## src/rtl/index2angle.sv

```systemverilog
// Converts a scan point index back to a signed start-referenced angle (x10000).
// Uses a serial LSB-first shift-add multiply, then subtracts the 90 degree offset.
module index2angle #(
  parameter logic [31:0] ANGLE_OFFSET = 32'h000DBBA0,
  parameter int          MUL_BITS     = 16
) (
  input  logic                i_clk,
  input  logic                i_rst,
  input  logic                i_req,
  input  logic [MUL_BITS-1:0] i_index,
  input  logic [15:0]         i_angle_reso,
  output logic                o_busy,
  output logic                o_valid,
  output logic                o_err,
  output logic [31:0]         o_angle
);

  // state     | meaning
  // ST_IDLE   | waiting for i_req; inputs latched on accept
  // ST_CHECK  | range check against the reso-dependent index limit
  // ST_MUL    | one shift-add iteration per cycle, MUL_BITS cycles
  // ST_OFFSET | subtract ANGLE_OFFSET, publish result and strobe o_valid
  localparam logic [1:0] ST_IDLE   = 2'd0;
  localparam logic [1:0] ST_CHECK  = 2'd1;
  localparam logic [1:0] ST_MUL    = 2'd2;
  localparam logic [1:0] ST_OFFSET = 2'd3;

  localparam int CNT_W = $clog2(MUL_BITS + 1);

  logic [1:0]          r_state;
  logic [MUL_BITS-1:0] r_index;
  logic [15:0]         r_reso;
  logic [31:0]         r_acc;
  logic [CNT_W-1:0]    r_cnt;
  logic                r_valid;
  logic                r_err;
  logic [31:0]         r_angle;

  logic [MUL_BITS-1:0] w_limit;
  logic                w_range_err;
  logic [MUL_BITS-1:0] w_index_shr;
  logic                w_bit;
  logic [31:0]         w_addend;
  logic                w_last;

  // Unknown resolutions fall back to the 0.1 degree limit.
  always_comb begin
    w_limit = MUL_BITS'(3600);
    case (r_reso)
      16'd1200: w_limit = MUL_BITS'(3000);
      16'd1000: w_limit = MUL_BITS'(3600);
      16'd500:  w_limit = MUL_BITS'(7200);
      default:  w_limit = MUL_BITS'(3600);
    endcase
  end

  assign w_range_err = (r_index > w_limit) || (r_reso == 16'd0);
  assign w_index_shr = r_index >> r_cnt;
  assign w_bit       = w_index_shr[0];
  assign w_addend    = 32'(r_reso) << r_cnt;
  assign w_last      = (r_cnt == CNT_W'(MUL_BITS - 1));

  always_ff @(posedge i_clk) begin
    if (i_rst) begin
      r_state <= ST_IDLE;
      r_index <= '0;
      r_reso  <= '0;
      r_acc   <= '0;
      r_cnt   <= '0;
      r_valid <= 1'b0;
      r_err   <= 1'b0;
      r_angle <= 32'hFFF24460;
    end else begin
      r_valid <= 1'b0;
      case (r_state)
        ST_IDLE: begin
          if (i_req) begin
            r_index <= i_index;
            r_reso  <= i_angle_reso;
            r_err   <= 1'b0;
            r_state <= ST_CHECK;
          end
        end
        ST_CHECK: begin
          if (w_range_err) begin
            r_err   <= 1'b1;
            r_valid <= 1'b1;
            r_state <= ST_IDLE;
          end else begin
            r_acc   <= '0;
            r_cnt   <= '0;
            r_state <= ST_MUL;
          end
        end
        ST_MUL: begin
          if (w_bit) r_acc <= r_acc + w_addend;
          r_cnt <= r_cnt + 1'b1;
          if (w_last) r_state <= ST_OFFSET;
        end
        ST_OFFSET: begin
          r_angle <= r_acc - ANGLE_OFFSET;
          r_valid <= 1'b1;
          r_state <= ST_IDLE;
        end
        default: r_state <= ST_IDLE;
      endcase
    end
  end

  assign o_busy  = (r_state != ST_IDLE);
  assign o_valid = r_valid;
  assign o_err   = r_err;
  assign o_angle = r_angle;

endmodule
```

## config.mk

```make
export PLATFORM = sky130hd
export DESIGN_NAME = index2angle
export DESIGN_NICKNAME = d
export VERILOG_FILES = /design/src/rtl/index2angle.sv
export SDC_FILE = /design/constraint.sdc
export NUM_CORES = 1
export LEC_CHECK = 0
export ABC_CLOCK_PERIOD_IN_PS = 12560
export CORE_MARGIN = 1
export CORE_UTILIZATION = 50
export DETAILED_ROUTE_END_ITERATION = 6
export DONT_BUFFER_PORTS = 1
export GPL_TIMING_DRIVEN = 1
export PLACE_DENSITY = 0.72
export SLEW_MARGIN = 20
export SYNTH_ARGS = -nofsm -noshare
export SYNTH_HDL_FRONTEND = slang
export SYNTH_SLANG_ARGS = --single-unit
```

## constraint.sdc

```tcl
create_clock -name i_clk -period 12.56 [get_ports i_clk]
set_input_delay 2.512 -clock i_clk [delete_from_list [all_inputs] [get_ports i_clk]]
set_output_delay 2.512 -clock i_clk [all_outputs]
set_load 0.01 [all_outputs]
```

# After elaboration in Yosys (flattened, before gate mapping)
# Cells that the tools add are included.
[totals]
word_cells = 51
in_bits = 35
memories = 0
latchBits = 0
reg_bits = 105
ramBits = 0
output_inout_bits = 35
romBits = 0
[op_classes]
n_div = 0
mux = 15
eq_ne = 11
reduce_logical = 11
n_addsub = 3
n_bitwise = 0
multipliers = 0
shift = 2
magnitude_cmp = 1
[ops]
columns = ["operator", "count"]
rows = [
  ["2-to-1 mux 32 bit", 2],
  ["case mux 32 bit (2 select lines)", 1],
  ["adder 32 bit", 1],
  ["left shift 16 x 5 -> 32 bit", 1],
  ["subtractor 32 x 20 -> 32 bit, second input constant", 1],
  ["case mux 13 bit (2 select lines)", 1],
  ["equality test 16 x 11 -> 1 bit, second input constant", 1],
  ["equality test 16 x 9 -> 1 bit, second input constant", 1],
  ["> comparator 16 bit", 1],
  ["zero test 16 bit", 1],
  [">> shifter 16 x 5 -> 1 bit", 1],
  ["inequality test 2 bit, second input constant", 5],
  ["case mux 5 bit (2 select lines)", 1],
  ["case mux 2 bit (4 select lines)", 1],
  ["2-to-1 mux 2 bit", 3],
  ["AND reduction 2 bit", 3],
  ["AND reduction 3 bit", 2],
  ["nonzero test 2 bit", 3],
  ["adder 5 x 1 -> 5 bit, second input constant", 1],
  ["equality test 5 x 4 -> 1 bit, second input constant", 1],
  ["2-to-1 mux 5 bit", 1],
  ["equality test 2 bit, second input constant", 2],
  ["case mux 1 bit (2 select lines)", 2],
  ["2-to-1 mux 1 bit", 3],
  ["3 further kinds", 3],
]

# Longest topological paths before layout
[logic_depth]
word_depth = 6
ltp_mapped = 19
ltp_nobuf = 16

# Worst setup path before layout
# No wires, ideal clock.
[synth_timing]
kind = "flip-flop to flip-flop"
from = "register r_cnt[1]"
to = "register r_acc[31]"
setup_time_ns = 0.074
period_less_slack_ns = 4.125
t_required_ns = 12.486
slack_ns = 8.435
path_stages_with_launch = 18
arrival_time_ns = 4.050
n_path_buf = 3
cell_sequence = "dfxtp_1 -> clkbuf_1 -> buf_2 -> mux2i_1 -> inv_1 -> mux4_2 -> a21oi_1 -> o22ai_1 -> ha_1 -> clkbuf_1 -> nand2_1 -> o21ai_1 -> a21oi_1 -> or3_1 -> o21ai_0 -> o41ai_1 -> or4b_1 -> a31oi_1"
[synth_via]
elab_chain_cells = 4
word_cells_on_any_way = 7
cone_classes = "1 x add/sub; 1 x eq/ne; 2 x shift; 2 x mux; 1 x reduce/logical"
[synth_lines]
columns = ["item", "line_no", "source"]
rows = [
  ["from (decl)", "34", "logic [CNT_W-1:0] r_cnt;"],
  ["from (signal assigned)", "97", "r_cnt <= r_cnt + 1'b1;"],
  ["left shift 16 x 5 -> 32 bit", "60", "assign w_addend = 32'(r_reso) << r_cnt;"],
  ["adder 32 bit", "96", "if (w_bit) r_acc <= r_acc + w_addend;"],
  ["2-to-1 mux 32 bit", "96", ""],
  ["case mux 32 bit (2 select lines)", "75", "case (r_state)"],
  ["to (signal assigned)", "96", ""],
  ["to (decl)", "33", "logic [31:0] r_acc;"],
]
# Parallel ways exist; a longest one is shown, timed or not. The select of a mux whose other input is x is not followed.
# A chain may end at the register's enable or synchronous reset.

# Worst setup path after layout
[layout_timing]
from = "register r_cnt[0]"
to = "register r_acc[31]"
# Same word-level chain as after synthesis.

==> metrics.cfg <==
[outcome]
status = finished, final reports clean

[logic_synthesis]
syn-num-nets = 1017
yosysSeqAreaShare = 0.295
synth_top_cells_by_area = dfxtp_1, nand2_1, a21oi_1, ha_1, nor2_1
synth_top_cell_by_area = dfxtp_1
synth_top_area_share = 0.295
syn_area_mm2 = 0.00712
netlist_instances = 939
synth_edf_count = 0
ys_ff_latch = 105
avgSynthCellArea_um2 = 7.59
ys_types = 68
yosysMostFrequentCell = nand2_1
synth_commonest_cells = nand2_1, a21oi_1, dfxtp_1
synth_ff_type = dfxtp_1
synth_warnings = 0
synthArstFlopShare = 0

[final_layout]
area_growth_pct = 4.62
drive_gt1_frac = 0.0543
diodes = 0
layout.nets = 975

[cts]
cts_resized = 0
holdBufCountCts = 0
clockBufferDepth = 2
root_buffer = clkbuf_16
htree_levels = 3
cts_buffers = 9
cts_tree = done
clock-sinks = 105
post_cts_buffers = 0
path_clk_slew_ns = 0.07
clock_latency_ns = 0.37

[global_routing]
antenna_found_initial = 0
grt_pass1_wl_um = 29000
gr-total-overflow = 0
grt_max_degree = 98
grt_usage = 0.249
grt_pass1_vias = 5778

[flow_run]
maxCapViolCount = 0

[routing]
num_vias = 6504
drt-met1-wl_um = 8540
firstDrtPassIters = 5
dr_wl_met2_um = 7970
wl_met3_um = 984
wire_per_inst_um = 16.5
drc = 0
top_layer = met4
avgViaCountPerCell = 6.01
drt_wl_total_um = 17900
ant_nets = 0
drtIter0Drc = 591

[placed_design]
portBuffers = 0
pre_cts_ws_ns = 7.85
dp_hpwl_um = 13200
gp_congestion = 0.920

[setup_path]
endpoint_kind = flip-flop
critPathMostFrequentCell = o21ai_0
startpoint_type = flip-flop
path_delay_family = compound AO/OA/AOI/OAI gates
cp_max_fo = 26
path_buf_inv = 1
crit_arrival_ns = 5.13
path_class = reg2reg
worstPathRequired_ns = 12.86
cpPeakStageDelay_ns = 0.94
slowest_stage = dfxtp_1
crit_path_cell_trace = inv_1, mux2i_1, mux2i_1, o21ai_0, nor2_1, ha_1, a21oi_1, o21ai_0, a21o_1, a2111oi_2, o21ai_0, o41ai_1, nand3_1, a31oi_1

[sta]
slew_violations = 0
rsz0062_at_grt = no
tns_ns = 0
period_needed_ns = 4.84
maxSlewHeadroom = 0.308
skew_ns = 0.00693
fmax_mhz = 207
finalCritPeriodShare = 0.385
worst_pin_slew_ns = 1.04
layout_setup_ws_ns = 7.72
setup_viol_count_final = 0
final-hold-violation-count = 0

[floorplanning]
dieArea_mm2 = 0.0147
initial_utilization = 0.513
fp.dieW_um = 121
core-area_mm2 = 0.0139
fp-row-count = 43
io-pin-count = 70
die_h_um = 121

[hold_path]
hold_class = reg2reg

[power]
p_leak_nw = 2.97
powerDensity_mw_per_mm2 = 96.1
vdd_ir_drop_max_uv = 64.8

[final timing paths]
check / start / end / slack (ns) / depth (start not counted)
worst max-delay path: r_cnt[0]$_SDFFE_PP0P_ / r_acc[31]$_SDFFE_PP0P_ / 7.72 / 14
worst min-delay path: r_index[15]$_SDFFE_PP0P_ / r_index[15]$_SDFFE_PP0P_ / 0.48 / 2
worst max register to register: r_cnt[0]$_SDFFE_PP0P_ / r_acc[31]$_SDFFE_PP0P_ / 7.72 / 14
worst min register to register: r_index[15]$_SDFFE_PP0P_ / r_index[15]$_SDFFE_PP0P_ / 0.48 / 2
[power by group]
group | switching [mW] | internal [mW] | leakage (nW)
combinational | 0.0543 | 0.0313 | 1.98
sequential | 0.0124 | 0.342 | 0.852
clock | 0.134 | 0.142 | 0.137
[cell usage in the layout (no fill, tap or decap), types with 14 or more instances in the layout]
cell and instances:
nor3_1 32, nand3_1 29, o22ai_1 15, dfxtp_1 105
ha_1 42, o21ai_0 44, a21oi_1 116, inv_1 22
mux2i_1 20, nand2_1 158, xnor2_1 23, a21o_1 14
nor2_1 73, xor2_1 23
[cell type report]
type | instances | area [µm²]
fillers | 1327 | 6430
multi-input cells | 754 | 4730
flip-flops and latches | 105 | 2100
clock buffers | 11 | 243
well taps | 180 | 225
inverters | 23 | 86.3
clock inverters | 5 | 38.8
repair buffers | 4 | 30.0
[per-stage QoR]
stage	cell area (µm²)	utilization	power, mW	hold slack (ns)	std cells
2_1_floorplan	7120	-	0.430	0.446	939
3_5_place_dp	7170	0.516	0.447	0.467	1066
4_1_cts	7450	0.537	0.720	0.477	1082
6_report	7450	0.537	0.716	0.480	1082
3_3_place_gp	7160	0.516	0.445	0.459	1066
5_1_grt	7450	0.537	0.744	0.503	1082
[cell families (layout without fill, tap and decap cells)]
logic type / count (synthesis) / after routing / share of synthesized area
simple gates: 359 / 359 / 0.228
compound gates: 267 / 267 / 0.232
flops: 105 / 105 / 0.295
buf+inv: 80 / 43 / 0.0441
xor+xnor: 46 / 46 / 0.0566
fa+ha+maj: 43 / 43 / 0.0766
mux: 39 / 39 / 0.0676
[worst reg2reg max path, cell delays in order, from the launching register on]
cell	delay (ns)
dfxtp_1	0.94
inv_1	0.46
mux2i_1	0.33
mux2i_1	0.14
o21ai_0	0.29
nor2_1	0.08
ha_1	0.36
a21oi_1	0.29
o21ai_0	0.17
a21o_1	0.23
a2111oi_2	0.62
o21ai_0	0.24
o41ai_1	0.35
nand3_1	0.12
a31oi_1	0.17
[routing by layer]
metal	vias up	GRT usage
met2	165	0.382
met5	-	0
met3	29	0.0508
met1	3015	0.340
met4	0	0.0995
li1	3295	-
[flip-flops by register name (all words and copies together), names as in the netlist, named ones only]
register  flops
o_angle      32
o_err         1
o_valid       1
r_acc        32
r_cnt         5
r_index      16
r_reso       16
r_state       1
Power figures use the tool's default switching activity.
